File: src/rtl/alpha_tag_encoder.sv
// Base-26 lowercase tag encoder: iterative subtract-26 division, one step per cycle,
// with the finished tag presented both as a parallel bus and as an MSD-first character stream.
`timescale 1ns/1ps
module alpha_tag_encoder #(
  parameter int VAL_W      = 16,
  parameter int DIGITS     = 3,
  parameter int LEAD_BLANK = 0
) (
  input  logic                  clk,
  input  logic                  rst,
  input  logic                  start,
  input  logic                  use_cnt,
  input  logic [VAL_W-1:0]      value,
  output logic                  busy,
  output logic                  done,
  output logic [8*DIGITS-1:0]   tag,
  output logic                  ovf,
  output logic                  char_valid,
  output logic [7:0]            char_data,
  input  logic                  char_ready,
  output logic [VAL_W-1:0]      cnt
);

  localparam int DW = (DIGITS > 1) ? $clog2(DIGITS) : 1;
  localparam logic [DW-1:0] LAST = DW'(DIGITS - 1);
  localparam logic [VAL_W-1:0] BASE = VAL_W'(26);
  localparam logic [8*DIGITS-1:0] ALL_A = {DIGITS{8'h61}};

  typedef enum logic [1:0] {IDLE, CONV, EMIT} state_t;

  state_t state, state_next;

  logic [VAL_W-1:0]    rem;
  logic [VAL_W-1:0]    q;
  logic [DW-1:0]       d;
  logic [DW-1:0]       e;
  logic [DW-1:0]       e_dec;
  logic [4:0]          digs [DIGITS];
  logic                lt26;
  logic [8*DIGITS-1:0] new_tag;

  assign lt26  = (rem < BASE);
  assign e_dec = e - 1'b1;
  assign busy  = (state != IDLE);

  always_ff @(posedge clk or posedge rst) begin
    if (rst) state <= IDLE;
    else     state <= state_next;
  end

  always_comb begin
    state_next = state;
    case (state)
      IDLE: if (start) state_next = CONV;
      CONV: if (lt26 && (d == LAST)) state_next = EMIT;
      EMIT: if (!done && char_valid && char_ready && (e == '0)) state_next = IDLE;
      default: state_next = IDLE;
    endcase
  end

  // Render the final tag; the MSD is still in rem on the committing cycle.
  always_comb begin
    logic       seen;
    logic [4:0] dv;
    new_tag = '0;
    seen    = 1'b0;
    dv      = '0;
    for (int i = DIGITS - 1; i >= 0; i--) begin
      dv = (i == DIGITS - 1) ? rem[4:0] : digs[i];
      if (dv != 5'd0) seen = 1'b1;
      if ((LEAD_BLANK != 0) && (i > 0) && !seen)
        new_tag[8*i +: 8] = 8'h20;
      else
        new_tag[8*i +: 8] = 8'h61 + {3'b000, dv};
    end
  end

  always_ff @(posedge clk or posedge rst) begin
    if (rst) begin
      rem        <= '0;
      q          <= '0;
      d          <= '0;
      e          <= '0;
      for (int i = 0; i < DIGITS; i++) digs[i] <= '0;
      cnt        <= '0;
      tag        <= ALL_A;
      ovf        <= 1'b0;
      done       <= 1'b0;
      char_valid <= 1'b0;
      char_data  <= 8'h00;
    end else begin
      done <= 1'b0;
      case (state)
        IDLE: begin
          if (start) begin
            rem <= use_cnt ? cnt : value;
            q   <= '0;
            d   <= '0;
            ovf <= 1'b0;
            if (use_cnt) cnt <= cnt + 1'b1;
          end
        end
        CONV: begin
          if (!lt26) begin
            rem <= rem - BASE;
            q   <= q + 1'b1;
          end else begin
            digs[d] <= rem[4:0];
            rem     <= q;
            q       <= '0;
            if (d == LAST) begin
              // A leftover quotient means the operand did not fit in DIGITS characters.
              ovf  <= (q != '0);
              tag  <= new_tag;
              done <= 1'b1;
              e    <= LAST;
            end else begin
              d <= d + 1'b1;
            end
          end
        end
        EMIT: begin
          if (done) begin
            char_valid <= 1'b1;
            char_data  <= tag[{e, 3'b000} +: 8];
          end else if (char_valid && char_ready) begin
            if (e == '0) begin
              char_valid <= 1'b0;
            end else begin
              e         <= e_dec;
              char_data <= tag[{e_dec, 3'b000} +: 8];
            end
          end
        end
        default: ;
      endcase
    end
  end

endmodule

File: config.mk
export PLATFORM = sky130hd
export DESIGN_NAME = alpha_tag_encoder
export DESIGN_NICKNAME = d
export VERILOG_FILES = /design/src/rtl/alpha_tag_encoder.sv
export SDC_FILE = /design/constraint.sdc
export NUM_CORES = 1
export LEC_CHECK = 0
export CAP_MARGIN = 30
export CORE_MARGIN = 2
export CORE_UTILIZATION = 45
export CTS_CLUSTER_DIAMETER = 80
export DETAILED_ROUTE_END_ITERATION = 10
export GPL_ROUTABILITY_DRIVEN = 0
export HOLD_SLACK_MARGIN = 0.05
export MAX_ROUTING_LAYER = met4
export PLACE_DENSITY_LB_ADDON = 0.05
export SYNTH_ARGS = -nofsm -noshare
export SYNTH_HDL_FRONTEND = slang
export SYNTH_SLANG_ARGS = --single-unit
export TNS_END_PERCENT = 30
File: constraint.sdc
create_clock -name clk -period 3.8 [get_ports clk]
set_input_delay 0.57 -clock clk [delete_from_list [all_inputs] [get_ports clk]]
set_output_delay 0.57 -clock clk [all_outputs]
set_load 0.05 [all_outputs]
==> flow_summary.json <==
{
  "vias": 4155,
  "reg2reg_from": "rem[11]$_DFFE_PP0P_",
  "clk_path_buf_depth": 2,
  "drc": 0,
  "power_density_nw_per_um2": 568.3,
  "grt_util_all_layers_pct": 22.84,
  "clkLatencyLatePin_ns": 0.35,
  "finalInstanceArea_um2": 6390,
  "areaGrowthSynthToFinish_pct": 23.09,
  "clock_sinks": 99,
  "max_freq_ghz": 0.3987,
  "cts.hold.buffers_added": 0,
  "io_buffers": 72,
  "root_buffer": "clkbuf_16",
  "finalSetupViolCount": 0,
  "diodes": 0,
  "ys_warn_count": 0,
  "grt_start_max_net_pins": 57,
  "synthArstFlopShare_pct": 100.0,
  "synth.top_cells.by_count": "dfrtp_1 (90), nor2_1 (64), nand2_1 (55)",
  "status": "finished, final reports clean",
  "fin_nets": 633,
  "ys.flop_type": "dfrtp_1",
  "cp_max_fo": 16,
  "reg2reg_depth": 6,
  "end_kind": "register",
  "m1WireLength_mm": 6.146,
  "p_int_mw": 2.357,
  "final_hold_viol_count": 0,
  "hpwl_mm": 9.641,
  "setup_ws_ns": 1.292,
  "nFillCells": 1030,
  "start_util_pct": 45.86,
  "fp.coreArea_um2": 11320,
  "drt-total-wl_mm": 13.45,
  "max-slew-margin-rel_pct": 26.73,
  "fin_skew_ns": 0.007721,
  "chipHeight_um": 111.4,
  "ys_types": 54,
  "fin_crit_ns": 2.508,
  "min_from": "tag[8]$_DFFE_PP1P_",
  "ys_seq_area_share_pct": 47.94,
  "layout-drive-gt1-share_pct": 9.091,
  "clkPwrFrac_pct": 29.1,
  "whs_endpoint": "tag[8]$_DFFE_PP1P_",
  "cts_resized": 0,
  "netlist_instances": 534,
  "cts_tree": "done",
  "post_cts.repair.setup_buffers": 0,
  "synth_largest_area_cell": "dfrtp_1",
  "pwr-share-seq_pct": 44.0,
  "holdPathStages": 2,
  "via_per_inst": 5.555,
  "synth.net_count": 567,
  "r2r_end": "d[0]$_DFFE_PP0P_",
  "combPwrFrac_pct": 26.9,
  "avgRoutedWirePerCell_um": 17.98,
  "net-switching-power_mw": 1.274,
  "post-place-ws_ns": 1.152,
  "drt_iter0_markers": 272,
  "top_layer_used": "met4",
  "cp_cell_sequence": "nor4_4 -> a41oi_2 -> buf_4 -> nor2_2 -> nand2_1 -> o21ai_0",
  "rows": 39,
  "cp-start-kind": "register",
  "overflow": 0,
  "slew_viol_final": 0,
  "ant_nets": 0,
  "power_mw": 3.631,
  "rsz0062_at_grt": "false",
  "first_global_vias": 4106,
  "grt_pass1_wl_mm": 21.78,
  "syn-cell-area_um2": 5191,
  "synth_edf_count": 0,
  "grt_antenna_before_repair": 0,
  "cts.clk_slew.worst_paths_ns": 0.07,
  "maxCapViolations": 0,
  "crit_arrival_ns": 2.78,
  "cpMaxStageDelayCell": "nor2_2",
  "dr_wl_met2_mm": 6.568,
  "slowest_delay_ns": 0.55,
  "fin_tns_setup_ns": 0,
  "htreeDepth": 3,
  "cts_made_buffers": 9,
  "dpl_cell_area_um2": 6047,
  "r2r_setup_slack_ns": 1.29,
  "vdd_drop_max_mv": 0.3019,
  "yosysMostFrequentCell": "dfrtp_1",
  "hp-class": "reg -> reg",
  "synth_area_leaders": "dfrtp_1 (43%), mux2i_1 (4.8%), nor2_1 (4.6%)",
  "yosysTopAreaCellShare_pct": 43.38,
  "die_area_um2": 12410,
  "avgSynthCellArea_um2": 9.721,
  "die_w_um": 111.4,
  "wl_met3_um": 504,
  "period_share_pct": 66.01,
  "detail_route.first_pass.iterations": 4,
  "synth_seq_cells": 99,
  "p_leak_nw": 2.789,
  "swShare_pct": 35.09,
  "io_pins": 73,
  "crit_required_ns": 4.07,
  "path_class": "reg -> reg",
  "worstMarginPinSlew_ns": 1.095
}
-- through the flow --
step,hold slack [ns],utilization [%],std cells
6_report,0.4767,56.44,748
5_1_grt,0.4934,56.44,748
4_1_cts,0.4772,56.44,748
3_5_place_dp,0.4672,53.42,732
3_3_place_gp,0.4656,53.42,732
2_1_floorplan,0.4545,-,534
-- area by class of cell --
type                            count  area [um2]  area share, %
Clock buffer                       10       229.0          3.583
Clock inverter                      6       113.9          1.782
Inverter                           14       55.05         0.8616
Multi-Input combinational cell    396        2531          39.61
Sequential cell                    99        2489          38.95
Tap cell                          143       178.9          2.800
Timing Repair Buffer               80       793.3          12.41
-- cells by family after synthesis --
family | count (synthesis) | share of synthesized area (%)
and+or+nand+nor | 201 | 18.61
AOI/OAI and AO/OA | 99 | 11.71
DFF | 99 | 47.94
xor gates and xnor gates | 46 | 7.906
buffers and inverters | 39 | 3.302
muxes | 38 | 7.640
adders and majority gates | 12 | 2.892
-- layer usage --
layer  GRT usage, %  up-vias
li1               -     2014
met1          28.96     2028
met2          37.89       95
met3          3.702       18
met4          7.160        0
met5              -        -
-- cell usage in the layout (no fill, tap or decap), types with 10 or more instances in the layout --
master / instances
a21oi_1: 17
a221oi_1: 10
and3_1: 10
clkdlybuf4s50_1: 72
dfrtp_1: 90
ha_1: 12
inv_1: 13
mux2_2: 12
mux2i_1: 25
nand2_1: 55
nand3_1: 20
nand4_1: 13
nor2_1: 64
nor3_1: 10
o21ai_0: 44
xnor2_1: 24
xor2_1: 21
-- sequential cells by signal, summed over array words and instances, names as in the netlist, 2 cells and up --
signal / flops
cnt: 16
rem: 16
q: 16
tag: 24
d: 2
char_data: 8
e: 2
state: 2
digs: 10
-- worst max-delay path by stage --
stage	from	to	depth (start not counted)
2_1_floorplan	rst	char_data[0]$_DFFE_PP0P_	1
3_3_place_gp	use_cnt	cnt[14]$_DFFE_PP0P_	6
3_5_place_dp	use_cnt	cnt[12]$_DFFE_PP0P_	6
4_1_cts	rem[11]$_DFFE_PP0P_	d[0]$_DFFE_PP0P_	6
5_1_grt	rem[11]$_DFFE_PP0P_	d[0]$_DFFE_PP0P_	6
6_report	rem[11]$_DFFE_PP0P_	d[0]$_DFFE_PP0P_	6
-- power by group through the flow --
stage	clock [mW]	sequential (mW)	combinational (mW)
2_1_floorplan	0	1.59	0.678
3_3_place_gp	0	1.60	0.951
3_5_place_dp	0	1.61	0.972
4_1_cts	1.07	1.59	0.979
5_1_grt	1.12	1.63	1.09
6_report	1.06	1.60	0.978
-- worst max-delay path: cells and delay by family, from the launching register on --
| kind | cells | cell delay (ns) |
|---|---|---|
| and+or+nand+nor | 3 | 1.11 |
| AOI/OAI and AO/OA | 2 | 0.55 |
| DFF | 1 | 0.47 |
| buffers and inverters | 1 | 0.31 |
Power figures use the tool's default switching activity.
